===== src/rtl/bp_me_loopback_tieoff.sv =====
// Active tie-off for the CCE memory interface: every accepted mem_cmd is answered by one mem_resp
// carrying the command header and a zero, echoed or pattern payload.
module bp_me_loopback_tieoff #(
    // 0 selects the default processor config (512-bit blocks); any other value selects a 128-bit block config
    parameter int unsigned bp_params_p = 0,
    parameter int unsigned els_p = 2,
    parameter int unsigned data_mode_p = 0,
    parameter logic [63:0] pattern_p = 64'hDEAD_BEEF_0BAD_F00D,
    parameter int unsigned count_width_p = 16,
    localparam int unsigned paddr_width_p = 40,
    localparam int unsigned cce_block_width_p = (bp_params_p == 0) ? 512 : 128,
    // header = {msg_type[3:0], size[2:0], lce_id[7:0], addr[paddr_width_p-1:0]}
    localparam int unsigned mem_header_width_lp = 15 + paddr_width_p,
    localparam int unsigned cce_mem_msg_width_lp = mem_header_width_lp + cce_block_width_p
) (
    input  logic                            clk_i,
    input  logic                            reset_n_i,
    input  logic [cce_mem_msg_width_lp-1:0] mem_cmd_i,
    input  logic                            mem_cmd_v_i,
    output logic                            mem_cmd_ready_o,
    output logic [cce_mem_msg_width_lp-1:0] mem_resp_o,
    output logic                            mem_resp_v_o,
    input  logic                            mem_resp_yumi_i,
    output logic [count_width_p-1:0]        cmd_count_o,
    output logic                            err_v_o,
    output logic [paddr_width_p-1:0]        err_addr_o,
    input  logic                            err_clear_i
);

    localparam int unsigned ptr_width_lp = $clog2(els_p);
    localparam int unsigned occ_width_lp = $clog2(els_p + 1);
    localparam logic [ptr_width_lp-1:0] last_ptr_lp = ptr_width_lp'(els_p - 1);
    localparam logic [occ_width_lp-1:0] full_occ_lp = occ_width_lp'(els_p);

    logic [mem_header_width_lp-1:0] cmd_header;
    logic [cce_block_width_p-1:0]   cmd_data;
    logic [cce_block_width_p-1:0]   resp_data;
    logic [mem_header_width_lp-1:0] header_mem [els_p];
    logic [ptr_width_lp-1:0]        rd_ptr_r;
    logic [ptr_width_lp-1:0]        wr_ptr_r;
    logic [occ_width_lp-1:0]        occ_r;
    logic                           ready_en_r;
    logic                           full;
    logic                           empty;
    logic                           enq;
    logic                           deq;

    assign cmd_header = mem_cmd_i[cce_mem_msg_width_lp-1 -: mem_header_width_lp];
    assign cmd_data   = mem_cmd_i[cce_block_width_p-1:0];

    assign full            = (occ_r == full_occ_lp);
    assign empty           = (occ_r == '0);
    assign mem_cmd_ready_o = ready_en_r & ~full;
    assign mem_resp_v_o    = ~empty;
    assign enq             = mem_cmd_v_i & mem_cmd_ready_o;
    // An illegal yumi on an empty buffer is ignored so the pointers stay consistent
    assign deq             = mem_resp_yumi_i & ~empty;

    function automatic logic [ptr_width_lp-1:0] ptr_next(input logic [ptr_width_lp-1:0] p);
        return (p == last_ptr_lp) ? '0 : p + ptr_width_lp'(1);
    endfunction

    always_ff @(posedge clk_i or negedge reset_n_i) begin
        if (!reset_n_i) begin
            ready_en_r <= 1'b0;
            rd_ptr_r   <= '0;
            wr_ptr_r   <= '0;
            occ_r      <= '0;
            for (int unsigned i = 0; i < els_p; i++) header_mem[i] <= '0;
        end else begin
            ready_en_r <= 1'b1;
            if (enq) begin
                header_mem[wr_ptr_r] <= cmd_header;
                wr_ptr_r             <= ptr_next(wr_ptr_r);
            end
            if (deq) rd_ptr_r <= ptr_next(rd_ptr_r);
            if (enq && !deq)      occ_r <= occ_r + occ_width_lp'(1);
            else if (deq && !enq) occ_r <= occ_r - occ_width_lp'(1);
        end
    end

    if (data_mode_p == 1) begin : g_echo
        logic [cce_block_width_p-1:0] data_mem [els_p];

        always_ff @(posedge clk_i or negedge reset_n_i) begin
            if (!reset_n_i) begin
                for (int unsigned i = 0; i < els_p; i++) data_mem[i] <= '0;
            end else if (enq) begin
                data_mem[wr_ptr_r] <= cmd_data;
            end
        end

        assign resp_data = data_mem[rd_ptr_r];
    end else begin : g_const
        logic unused_data;
        assign unused_data = ^cmd_data;
        assign resp_data   = (data_mode_p == 2) ? {(cce_block_width_p / 64){pattern_p}} : '0;
    end

    assign mem_resp_o = {header_mem[rd_ptr_r], resp_data};

    always_ff @(posedge clk_i or negedge reset_n_i) begin
        if (!reset_n_i) begin
            cmd_count_o <= '0;
            err_v_o     <= 1'b0;
            err_addr_o  <= '0;
        end else begin
            if (enq && (cmd_count_o != '1)) cmd_count_o <= cmd_count_o + count_width_p'(1);
            // A clear coinciding with an accept re-arms capture on that same command
            if (enq && (!err_v_o || err_clear_i)) begin
                err_v_o    <= 1'b1;
                err_addr_o <= cmd_header[paddr_width_p-1:0];
            end else if (err_clear_i) begin
                err_v_o <= 1'b0;
            end
        end
    end

    a_yumi_needs_valid: assert property (@(posedge clk_i) disable iff (!reset_n_i)
        mem_resp_yumi_i |-> mem_resp_v_o);

endmodule


===== config.mk =====
export PLATFORM = sky130hd
export DESIGN_NAME = bp_me_loopback_tieoff
export DESIGN_NICKNAME = d
export VERILOG_FILES = /design/src/rtl/bp_me_loopback_tieoff.sv
export SDC_FILE = /design/constraint.sdc
export NUM_CORES = 1
export LEC_CHECK = 0
export ABC_AREA = 1
export CAP_MARGIN = 20
export CORE_AREA = 2 2 471 473
export CTS_CLUSTER_DIAMETER = 50
export DETAILED_ROUTE_END_ITERATION = 8
export DIE_AREA = 0 0 473 475
export DONT_BUFFER_PORTS = 1
export GPL_TIMING_DRIVEN = 1
export PLACE_DENSITY = 0.3
export SLEW_MARGIN = 25
export SYNTH_ARGS = -nofsm -noshare
export SYNTH_HDL_FRONTEND = slang
export SYNTH_SLANG_ARGS = --single-unit

===== constraint.sdc =====
create_clock -name clk_i -period 2.4 [get_ports clk_i]
set_clock_uncertainty 0.05 [all_clocks]
set_input_delay 0.48 -clock clk_i [delete_from_list [all_inputs] [get_ports clk_i]]
set_output_delay 0.48 -clock clk_i [all_outputs]
set_load 0.005 [all_outputs]

==> metrics, run 1 <==
# hold bufs at CTS 9; CTS root buf clkbuf_16; final WL 38,110 um; Synth Register Bits 172; die height 475 um; largest area contributor in the netlist dfrtp_1; Avg WL per Cell 8.849 um; Most common cell on crit path nand2_1; startpoint types flop; Clock Power Share a little under a quarter; # setup viols final 0; switching share of power 42.09%; Multi-input gate area 4651 um^2; post-route minimum period 2216 ps; synthesized area per cell about 8.1 um^2; failing checks negative hold slack; Vias 7,100; fraction of registers with async set/reset 100.0%; Max-cap violations 0; worst-path fanout max 21; IO buf count 0; share of total power in combinational logic 36.4%; TritonCTS Sinks about 170; kind of critical path flop to output port; synth top area cells dfrtp_1 38%, buf_4 34%, nand2_1 13%; # IOs 1,198; fmax 0.4513 GHz; Synth cell types 26; Worst-path clk slew 80 ps; post-route clock period utilization 92.32%; Slew Limit Fails 0; # H-tree levels 4; buffers plus inverters on the worst setup path 2; first-pass GRT wire length around 50,000 um; setup TNS 0 ps; Synth Area in Simple Gates 14.75%; Critical Path End Type output port; Die ar. 224,700 um^2; Slew @ Worst Pin 515.5 ps; DRT iter0 DRCs 284; antenna-violating nets left 0; worst endpoint required time 1870 ps; Seq pwr share 40.1%; largest net degree at the start of global routing roughly 170; # rows 172; family with the most delay on the worst path flip-flops; outcome finished, violations left; vias in the first global route 5,866; Register Area 4308 um^2; synthesis-to-layout area growth 22.78%; CTS Buffer Depth 2; adder-cell share of the synthesized area less than 1%; Synth Area in Compound Gates 8.066%; Initial DRT Pass Iterations 5; Final Hold Viols between 150 and 200; power per cell area about 900 nW/um^2; Yosys Warn Count 0; Slowest-stage cell, CP dfrtp_4; Finished Core Util 6.416%; Pint about 7500 uW; Final Power 12,990 uW; DRC viols 0; leading cell types by count after synthesis 514 x buf_4, 395 x nand2_1, 172 x dfrtp_1; Post-Synth XOR/XNOR Area 0.6120%; top cell type's share of synthesized area 37.60%; antenna diode count 0; CP peak stage delay 510 ps; switching power 5466 uW; Mapped Cells 1,411; initial core utilization 5.226%; TritonCTS clock tree built; RSZ-0062 raised after global routing no; worst-path cell chain inv_6 -> bufbuf_16 -> nand2_1 -> nand2_1; placer congestion estimate between 0.6 and 0.7; Post-synth EDFFs 0; main combinational cell family by area after synthesis buffers and inverters; post-synthesis mux area share 0%; Hold WS -390.0 ps; post-synthesis sequential area ratio 37.60%; core area 219,100 um^2; count leader, synth buf_4; layout cells sized above 1 7.730%; CTS Buf Count 17; Worst VDD drop 0.5791 mV; Worst slew margin 65.64%; hpwl dp 29,340 um; nets 1,998; Fill cells roughly 26,000; global route total overflow 0; antenna violations before repair 16; Via density 1.648; LEAKAGE 0.006230 uW; Hold WC Path Type input pin to asynchronous set/reset pin; Total GRT Usage 3.317%; Netlist Area Pre-Place around 11,000 um^2; clk_lat worst skew 510 ps; Worst Path Arrival approximately 1700 ps; Die Wd 473 um; Main synth FF type dfrtp_1
-- state kept, by name, indices dropped and copies added, names as in the netlist --
register / flops
header_mem: 110
cmd_count_o: 16
wr_ptr_r: 1
rd_ptr_r: 1
err_v_o: 1
err_addr_o: 40
ready_en_r: 1
occ_r: 2
-- kinds of logic (layout without fill, tap and decap cells) --
logic type                 Yosys count  count (layout)
xor gates and xnor gates             8               8
buffers and inverters              636             150
AOI/OAI and AO/OA                  157             157
and+or+nand+nor                    434             434
other                                2             513
DFF                                172             172
adders and majority gates            2               2
-- layout by cell type (no fill, tap or decap), types with 3 or more instances in the layout --
cell | synthesis | final
inv_6 | 0 | 7
dlygate4sd3_1 | 0 | 9
o21ai_2 | 36 | 36
inv_8 | 0 | 3
o21ai_0 | 82 | 82
buf_12 | 0 | 17
inv_1 | 77 | 76
conb_1 | 2 | 513
xor2_1 | 3 | 3
buf_4 | 514 | 11
nor2_1 | 16 | 16
nand2_2 | 3 | 4
nand3_1 | 10 | 10
dfrtp_1 | 172 | 171
clkbuf_16 | 0 | 17
nand2_1 | 395 | 392
o21ai_1 | 36 | 36
xnor2_1 | 5 | 5
nand4_1 | 6 | 6
-- worst reg2reg max path, cell delays in order (launching register included) --
cell	delay, ps
dfrtp_1	460
ha_1	250
nand3_1	180
nor2_2	220
nand2_2	130
nand2_2	270
o21ai_0	120
-- through the flow --
step	std cells	setup WS [ps]	cell area [um^2]
2_1_floorplan	1922	759.1	13370
3_3_place_gp	4263	475.7	13270
3_5_place_dp	4263	490.1	13270
4_1_cts	4307	42.29	14060
5_1_grt	4307	39.50	14060
6_report	4307	184.4	14060
-- layout make-up --
type / count / share of cell area [%]
Sequential cell: 172 / 30.65
Timing Repair Buffer: 40 / 4.308
Clock inverter: 14 / 1.228
Tap cell: 2871 / 25.56
Multi-Input combinational cell: 1114 / 33.09
Clock buffer: 17 / 3.027
Inverter: 79 / 2.145
-- worst paths after layout --
path | from | end | slack (ps) | cells after the start
worst max-delay path | rd_ptr_r | mem_resp_o[513] | 180 | 4
worst min-delay path | reset_n_i | header_mem[47] | -390 | 0
worst max register to register | cmd_count_o[1] | cmd_count_o[2] | 600 | 6
worst min register to register | header_mem[60] | header_mem[60] | 430 | 2
max in group asynchronous | reset_n_i | header_mem[82] | 2320 | 0
min in group clk_i | mem_cmd_i[555] | header_mem[98] | 80 | 2
-- timing repair --
item / 4_1_cts / 5_1_grt
endpoints found under the hold margin: 186 / 172
setup endpoints to repair: 30 / 0
setup buffers: 2 / 0
gates resized for setup: 4 / 0
-- routing by layer --
metal	track usage, %	part of all wire [%]	vias to the layer above
li1	-	-	3337
met1	3.808	40	3214
met2	5.625	50	518
met4	1.202	1.5	4
met5	0	0.079	-
met3	1.196	8.5	27
-- power by group through the flow --
stage               clock network [uW]  registers [uW]  logic, uW
floorplan                            0            4810       3240
global placement                     0            5410       4690
detailed placement                   0            5420       4730
CTS                               3310            5340       4990
global route                      3370            5430       5420
finish                            3060            5200       4720
(Power assumes the default switching activity.)
==> run 2, diff against run 1 <==
--- a/config.mk
+++ b/config.mk
@@ -7,10 +7,10 @@
 export LEC_CHECK = 0
 export ABC_AREA = 1
 export CAP_MARGIN = 20
-export CORE_AREA = 2 2 471 473
+export CORE_AREA = 10 10 452 454
 export CTS_CLUSTER_DIAMETER = 50
 export DETAILED_ROUTE_END_ITERATION = 8
-export DIE_AREA = 0 0 473 475
+export DIE_AREA = 0 0 462 464
 export DONT_BUFFER_PORTS = 1
 export GPL_TIMING_DRIVEN = 1
 export PLACE_DENSITY = 0.3
==> run 2 against run 1 <==
Compared with the run above: global-route usage rose by 0.40 points; critical path depth did not move; the flow still finishes with violations (negative hold slack); die area fell by 4.6%; worst setup slack got worse by 39 ps; final area fell by 3.0%; sequential power barely moved.
==> metrics, run 2 (synthesis results as in run 1) <==
Slowest-stage cell, CP dfrtp_4; Die Wd 462 um (-2.3%); power per cell area 960.7 nW/um^2 (+4.0%); setup ws final 145.6 ps (-38.82 ps); synthesis-to-layout area growth 19.09%; # H-tree levels 4 (unchanged); vias in the first global route 6,640 (+13%); Max-cap violations 0 (unchanged); Critical Path End Type output port; share of total power in combinational logic 36.6% (+0.2 points); setup TNS 0 ps (unchanged); IO buf count 0 (unchanged); CTS Buffer Depth 2 (unchanged); Hold WS -386.3 ps (+3.655 ps); Hold WC Path Type input pin to asynchronous set/reset pin; Clock Power Share 23.6% (about the same); Seq pwr share 39.8% (-0.3 points); # hold bufs at CTS 4 (-5); Worst VDD drop 0.3817 mV (-34%); Initial DRT Pass Iterations 5 (unchanged); Final Hold Viols 172 (unchanged); die height 464 um (-2.3%); Via density 1.777 (+7.8%); largest net degree at the start of global routing 173 (unchanged); reg2reg start cmd_count_o[1]; CP peak stage delay 540 ps (+30 ps); nets 1,996 (-0.10%); RSZ-0062 raised after global routing no; kind of critical path flop to output port; post-route clock period utilization 93.93% (+1.6 points); # rows 162 (-5.8%); Die ar. 214,400 um^2 (-4.6%); antenna violations before repair 14 (-2); # IOs 1,198 (unchanged); outcome finished, violations left; largest registers header_mem x110, err_addr_o x40, cmd_count_o x16; Top reg by flops header_mem; Fill cells 22,850 (-11%); Setup Slack @ Placement 463.0 ps (-27.05 ps); most common cell after layout, fill and taps aside conb_1; post-route minimum period 2254 ps (+38.82 ps); startpoint types flop; worst setup path start rd_ptr_r; antenna-violating nets left 0 (unchanged); max FFs per register 110 (unchanged); layout cells sized above 1 8.084% (+0.35 points); final WL 43,310 um (+14%); hpwl dp 34,470 um (+18%); Total GRT Usage 3.720% (+0.40 points); CTS root buf clkbuf_16; TritonCTS clock tree built; worst endpoint required time 1870 ps (about the same); CTS Buf Count 17 (unchanged); Pint 7470 uW (-0.66%); core area 194,600 um^2 (-11%); most frequent cells in the layout 513 x conb_1, 391 x nand2_1, 171 x dfrtp_1, 82 x o21ai_0, 76 x inv_1; Worst Path Arrival 1720 ps (+30 ps); Worst-path clk slew 80 ps (about the same); Vias 7,068 (-0.45%); Avg WL per Cell 10.89 um (+23%); fmax 0.4436 GHz (-1.7%); switching share of power 42.97% (+0.88 points); DRC viols 0 (unchanged); buffers plus inverters on the worst setup path 2 (unchanged); LEAKAGE 0.006216 uW (-0.22%); worst-path cell chain inv_4 -> bufbuf_16 -> nand2_1 -> nand2_1; family with the most delay on the worst path flip-flops; # setup viols final 0 (unchanged); global route total overflow 0 (unchanged); failing checks negative hold slack; Multi-input gate area 4653 um^2 (about the same); first-pass GRT wire length 54,880 um (+10%); initial core utilization 5.883% (+0.66 points); Slew Limit Fails 0 (unchanged); DRT iter0 DRCs 306 (+7.7%); switching power 5628 uW (+3.0%); Register Area 4308 um^2 (unchanged); clk_lat worst skew 510 ps (about the same); worst-path fanout max 12 (-43%); placer congestion estimate 0.6855 (-2.0%); Most common cell on crit path nand2_1; TritonCTS Sinks 172 (unchanged)
-- run 2: cell types whose count changed in the layout (fill, tap and decap cells not counted), moves of 2 or more --
cell           before  now
inv_6               7    1
clkinv_4            0    3
inv_8               3    5
buf_12             17   20
clkinv_2            2    0
clkinv_8            1    3
dlygate4sd3_1       9    4
-- run 2: area by class of cell --
class                           instances  area share [%]
Timing Repair Buffer                   38           4.212
Tap cell                             2542           23.33
Inverter                               79           2.193
Clock inverter                         14           1.303
Clock buffer                           18           3.221
Sequential cell                       172           31.60
Multi-Input combinational cell       1114           34.13
Antenna cell                            1         0.01835
-- run 2: power groups by stage --
stage               sequential [uW]  clock [uW]  combinational [uW]
floorplan                      4810           0                3240
global placement               5430           0                4830
detailed placement             5440           0                4850
CTS                            5380        3320                5020
global route                   5460        3400                5510
finish                         5210        3090                4790
-- run 2: metal layers --
| layer | vias to the layer above | GRT usage (%) | part of all wire, % |
|---|---|---|---|
| met5 | - | 0 | 0.11 |
| met1 | 3195 | 3.901 | 36 |
| li1 | 3339 | - | - |
| met3 | 27 | 1.708 | 14 |
| met2 | 501 | 6.599 | 49 |
| met4 | 6 | 1.116 | 1.2 |
-- run 2: path summary, 6_finish.rpt --
path	endpoint	slack, ps	cells after the start
max reg2reg	cmd_count_o[2]	540	6
max in group asynchronous	err_addr_o[29]	2320	0
max	mem_resp_o[523]	150	4
min in group clk_i	header_mem[50]	70	2
min reg2reg	header_mem[91]	430	2
min	header_mem[48]	-390	0
-- run 2: what timing repair did --
action,CTS,global route
endpoints found under the setup margin,15,1
pin swaps,0,0
setup buffers,2,0
hold endpoints to repair,177,172
resized for setup,4,1
cloned,1,0
-- run 2: per-stage QoR --
stage               util, %  power [uW]  cells  area (um^2)
floorplan                 -        8056   1922        13370
global route          7.006       14370   3977        13630
finish                7.007       13100   3978        13630
CTS                   7.004       13720   3977        13630
global placement      6.636       10260   3938        12910
detailed placement    6.636       10290   3938        12910
==> run 3, diff against run 2 <==
--- a/config.mk
+++ b/config.mk
@@ -5,12 +5,11 @@
 export SDC_FILE = /design/constraint.sdc
 export NUM_CORES = 1
 export LEC_CHECK = 0
-export ABC_AREA = 1
 export CAP_MARGIN = 20
-export CORE_AREA = 10 10 452 454
+export CORE_AREA = 10 10 463 465
 export CTS_CLUSTER_DIAMETER = 50
 export DETAILED_ROUTE_END_ITERATION = 8
-export DIE_AREA = 0 0 462 464
+export DIE_AREA = 0 0 473 475
 export DONT_BUFFER_PORTS = 1
 export GPL_TIMING_DRIVEN = 1
 export PLACE_DENSITY = 0.3
==> constraint.sdc (replaced) <==
create_clock -name clk_i -period 2 [get_ports clk_i]
set_clock_uncertainty 0.05 [all_clocks]
set_input_delay 0.4 -clock clk_i [delete_from_list [all_inputs] [get_ports clk_i]]
set_output_delay 0.4 -clock clk_i [all_outputs]
set_load 0.005 [all_outputs]
==> run 3 against run 2 <==
Compared with the run above: the flow finishes with violations (negative hold slack, negative setup slack); core utilization hardly changed; final cell count is 5.1% lower; sequential power is 24% higher; combinational power is 33% higher; power is 28% higher; highest routed layer unchanged.
==> metrics, run 3 <==
Critical Path End Type output port; TritonCTS Sinks 172 (unchanged); post-route clock period utilization 108.5%; layout cells sized above 1 23.01% (+15 points); Via density 1.509 (-15%); CTS Buf Count 17 (unchanged); outcome finished, violations left; global route total overflow 0 (unchanged); # hold bufs at CTS 56 (+52); vias in the first global route 5,945 (-10%); Die Wd 473 um (+2.4%); Initial DRT Pass Iterations 4 (-1); Main synth FF type dfrtp_1; Worst VDD drop 0.6977 mV (+83%); Slew Limit Fails 0 (unchanged); nets 1,639 (-18%); worst endpoint required time 1550 ps (-320 ps); FF-to-FF End err_addr_o[37]; Post-synth EDFFs 0 (unchanged); DRT iter0 DRCs 163 (-47%); Synth Register Bits 172 (unchanged); Slowest-stage cell, CP dfrtp_4; clk_lat worst skew 520 ps (about the same); Hold WC Path Type input pin to asynchronous set/reset pin; count leader, synth buf_4; Worst Path Arrival 1720 ps (about the same); # rows 166 (+2.5%); LEAKAGE 0.005908 uW (-5.0%); die height 475 um (+2.4%); post-route minimum period 2170 ps; fmax 0.4609 GHz; Avg WL per Cell 11.86 um (+8.9%); largest net degree at the start of global routing 173 (unchanged); Top reg by flops header_mem; CTS Buffer Depth 2 (unchanged); Worst-path clk slew 110 ps (+30 ps); antenna violations before repair 27 (+13); TritonCTS clock tree built; fraction of registers with async set/reset 100.0% (unchanged); met2 WL 20,280 um (-4.1%); antenna-violating nets left 0 (unchanged); post-synthesis sequential area ratio 37.95% (+0.36 points); setup TNS -6486 ps (-6486 ps); # IOs 1,198 (unchanged); synthesized area per cell 11.55 um^2 (+42%); setup ws final -169.6 ps (-315.2 ps); uppermost routed layer met5; most common cell after layout, fill and taps aside conb_1; Total GRT Usage 3.746% (+0.026 points); Max-cap violations 0 (unchanged); startpoint types flop; max FFs per register 110 (unchanged); power per cell area 1164 nW/um^2 (+21%); Reg2Reg Setup Slack 150 ps (-390 ps); initial core utilization 5.549% (-0.33 points); last element of the critical path mem_resp_o[530]; Final Hold Viols 172 (unchanged); CTS root buf clkbuf_16; DRC viols 0 (unchanged); most frequent cells in the layout 513 x conb_1, 171 x dfrtp_1, 95 x mux2_2, 82 x mux2_4, 56 x dlygate4sd3_1; worst-path fanout max 14 (+2); kind of critical path flop to output port; R2R depth 6 (unchanged); Netlist Area Pre-Place 11,340 um^2 (-0.94%); top cell type's share of synthesized area 37.95% (+0.36 points); worst-path cell chain buf_16 -> mux2_4; # H-tree levels 4 (unchanged); core area 204,400 um^2 (+5.0%); Synth cell types 38 (+46%); RSZ-0062 raised after global routing yes; CP peak stage delay 550 ps (about the same); reg2reg start occ_r[1]; leading cell types by count after synthesis 521 x buf_4, 172 x dfrtp_1, 127 x mux2_2; IO buf count 0 (unchanged); failing checks negative hold slack, negative setup slack; post-CTS setup buffers 0 (-2); # setup viols final 55 (+55); Yosys Warn Count 0 (unchanged); first-pass GRT wire length 55,820 um (+1.7%); synthesis-to-layout area growth 26.66%; wire length on met3 6679 um (+11%); Vias 5,696 (-19%); Die ar. 224,700 um^2 (+4.8%); Fill cells 23,790 (+4.1%); largest registers header_mem x110, err_addr_o x40, cmd_count_o x16; worst setup path start rd_ptr_r; Worst slew margin 60.95%; Hold WS -476.1 ps (-89.76 ps); synth top area cells dfrtp_1 38%, buf_4 34%, mux2_2 13%; met1 WL 16,910 um (+8.6%); placer congestion estimate 0.6458 (-5.8%); Slew @ Worst Pin 583.8 ps; largest area contributor in the netlist dfrtp_1; hpwl dp 35,410 um (+2.7%); final WL 44,750 um (+3.3%); Setup Slack @ Placement 123.2 ps (-339.8 ps); Final Power 16,710 uW (+28%); Mapped Cells 982 (-30%)
run 3: cell count changes after synthesis, sizes merged, moves of 5 or more:
cell	before	now
mux2	0	206
xor2	3	10
nand2	398	5
inv	79	3
clkbuf	17	2
xnor2	5	10
nor2	17	4
nand3	11	5
buf	540	531
o21ai	154	0
run 3: worst min-delay path by stage:
stage / start / endpoint / slack [ps] / cells past startpoint
global route: reset_n_i / header_mem[59] / -540 / 0
global placement: reset_n_i / header_mem[52] / 60 / 0
CTS: reset_n_i / header_mem[59] / -570 / 0
finish: reset_n_i / header_mem[59] / -480 / 0
detailed placement: reset_n_i / header_mem[107] / 60 / 0
floorplan: reset_n_i / cmd_count_o[0] / 50 / 0
run 3: area by class of cell:
class	count	area (um^2)	share of cell area, %
Multi-Input combinational cell	785	5071	35.30
Sequential cell	172	4308	29.99
Tap cell	2688	3363	23.41
Timing Repair Buffer	86	970.9	6.760
Clock buffer	19	442.9	3.084
Clock inverter	13	176.4	1.228
Antenna cell	8	20.02	0.1394
Inverter	3	11.26	0.07840
run 3: report_power, final:
group,internal (uW),switching [uW],leakage (uW)
Sequential,5140,1300,0.00206
Combinational,3270,3100,0.00354
Clock,2030,1870,0.000306
Total,10400,6270,0.00591
run 3: logic make-up (layout without fill, tap and decap cells):
| family | count (synthesis) | after routing | share of synthesized area [%] |
|---|---|---|---|
| compound gates | 2 | 2 | 0.1435 |
| fa+ha+maj | 2 | 2 | 0.2206 |
| flops | 172 | 172 | 37.95 |
| other cells | 2 | 521 | 0.06622 |
| simple gates | 42 | 42 | 2.593 |
| mux | 206 | 206 | 22.11 |
| buf+inv | 536 | 121 | 35.37 |
| xor+xnor | 20 | 20 | 1.545 |
run 3: critical path: cells and delay by family (launching register included):
| family | cells | cell delay (ps) |
|---|---|---|
| DFF | 1 | 550 |
| muxes | 1 | 420 |
| buffers and inverters | 1 | 190 |
run 3: metal layers:
layer	vias up	GRT usage (%)
li1	2370	-
met1	2743	4.087
met2	529	5.916
met3	42	2.210
met4	12	1.516
met5	-	0
run 3: timing repair:
action,in CTS,in global routing
resized for setup,34,1
gates cloned,1,0
endpoints found under the setup margin,55,55
endpoints found under the hold margin,323,172
run 3: per-stage QoR:
step                      area (um^2)  cells  utilization [%]
after floorplan                 13260   1493                -
after global placement          13000   3677            6.361
after CTS                       14340   3766            7.016
final                           14360   3774            7.028
after global routing            14350   3770            7.023
after detailed placement        13000   3677            6.361
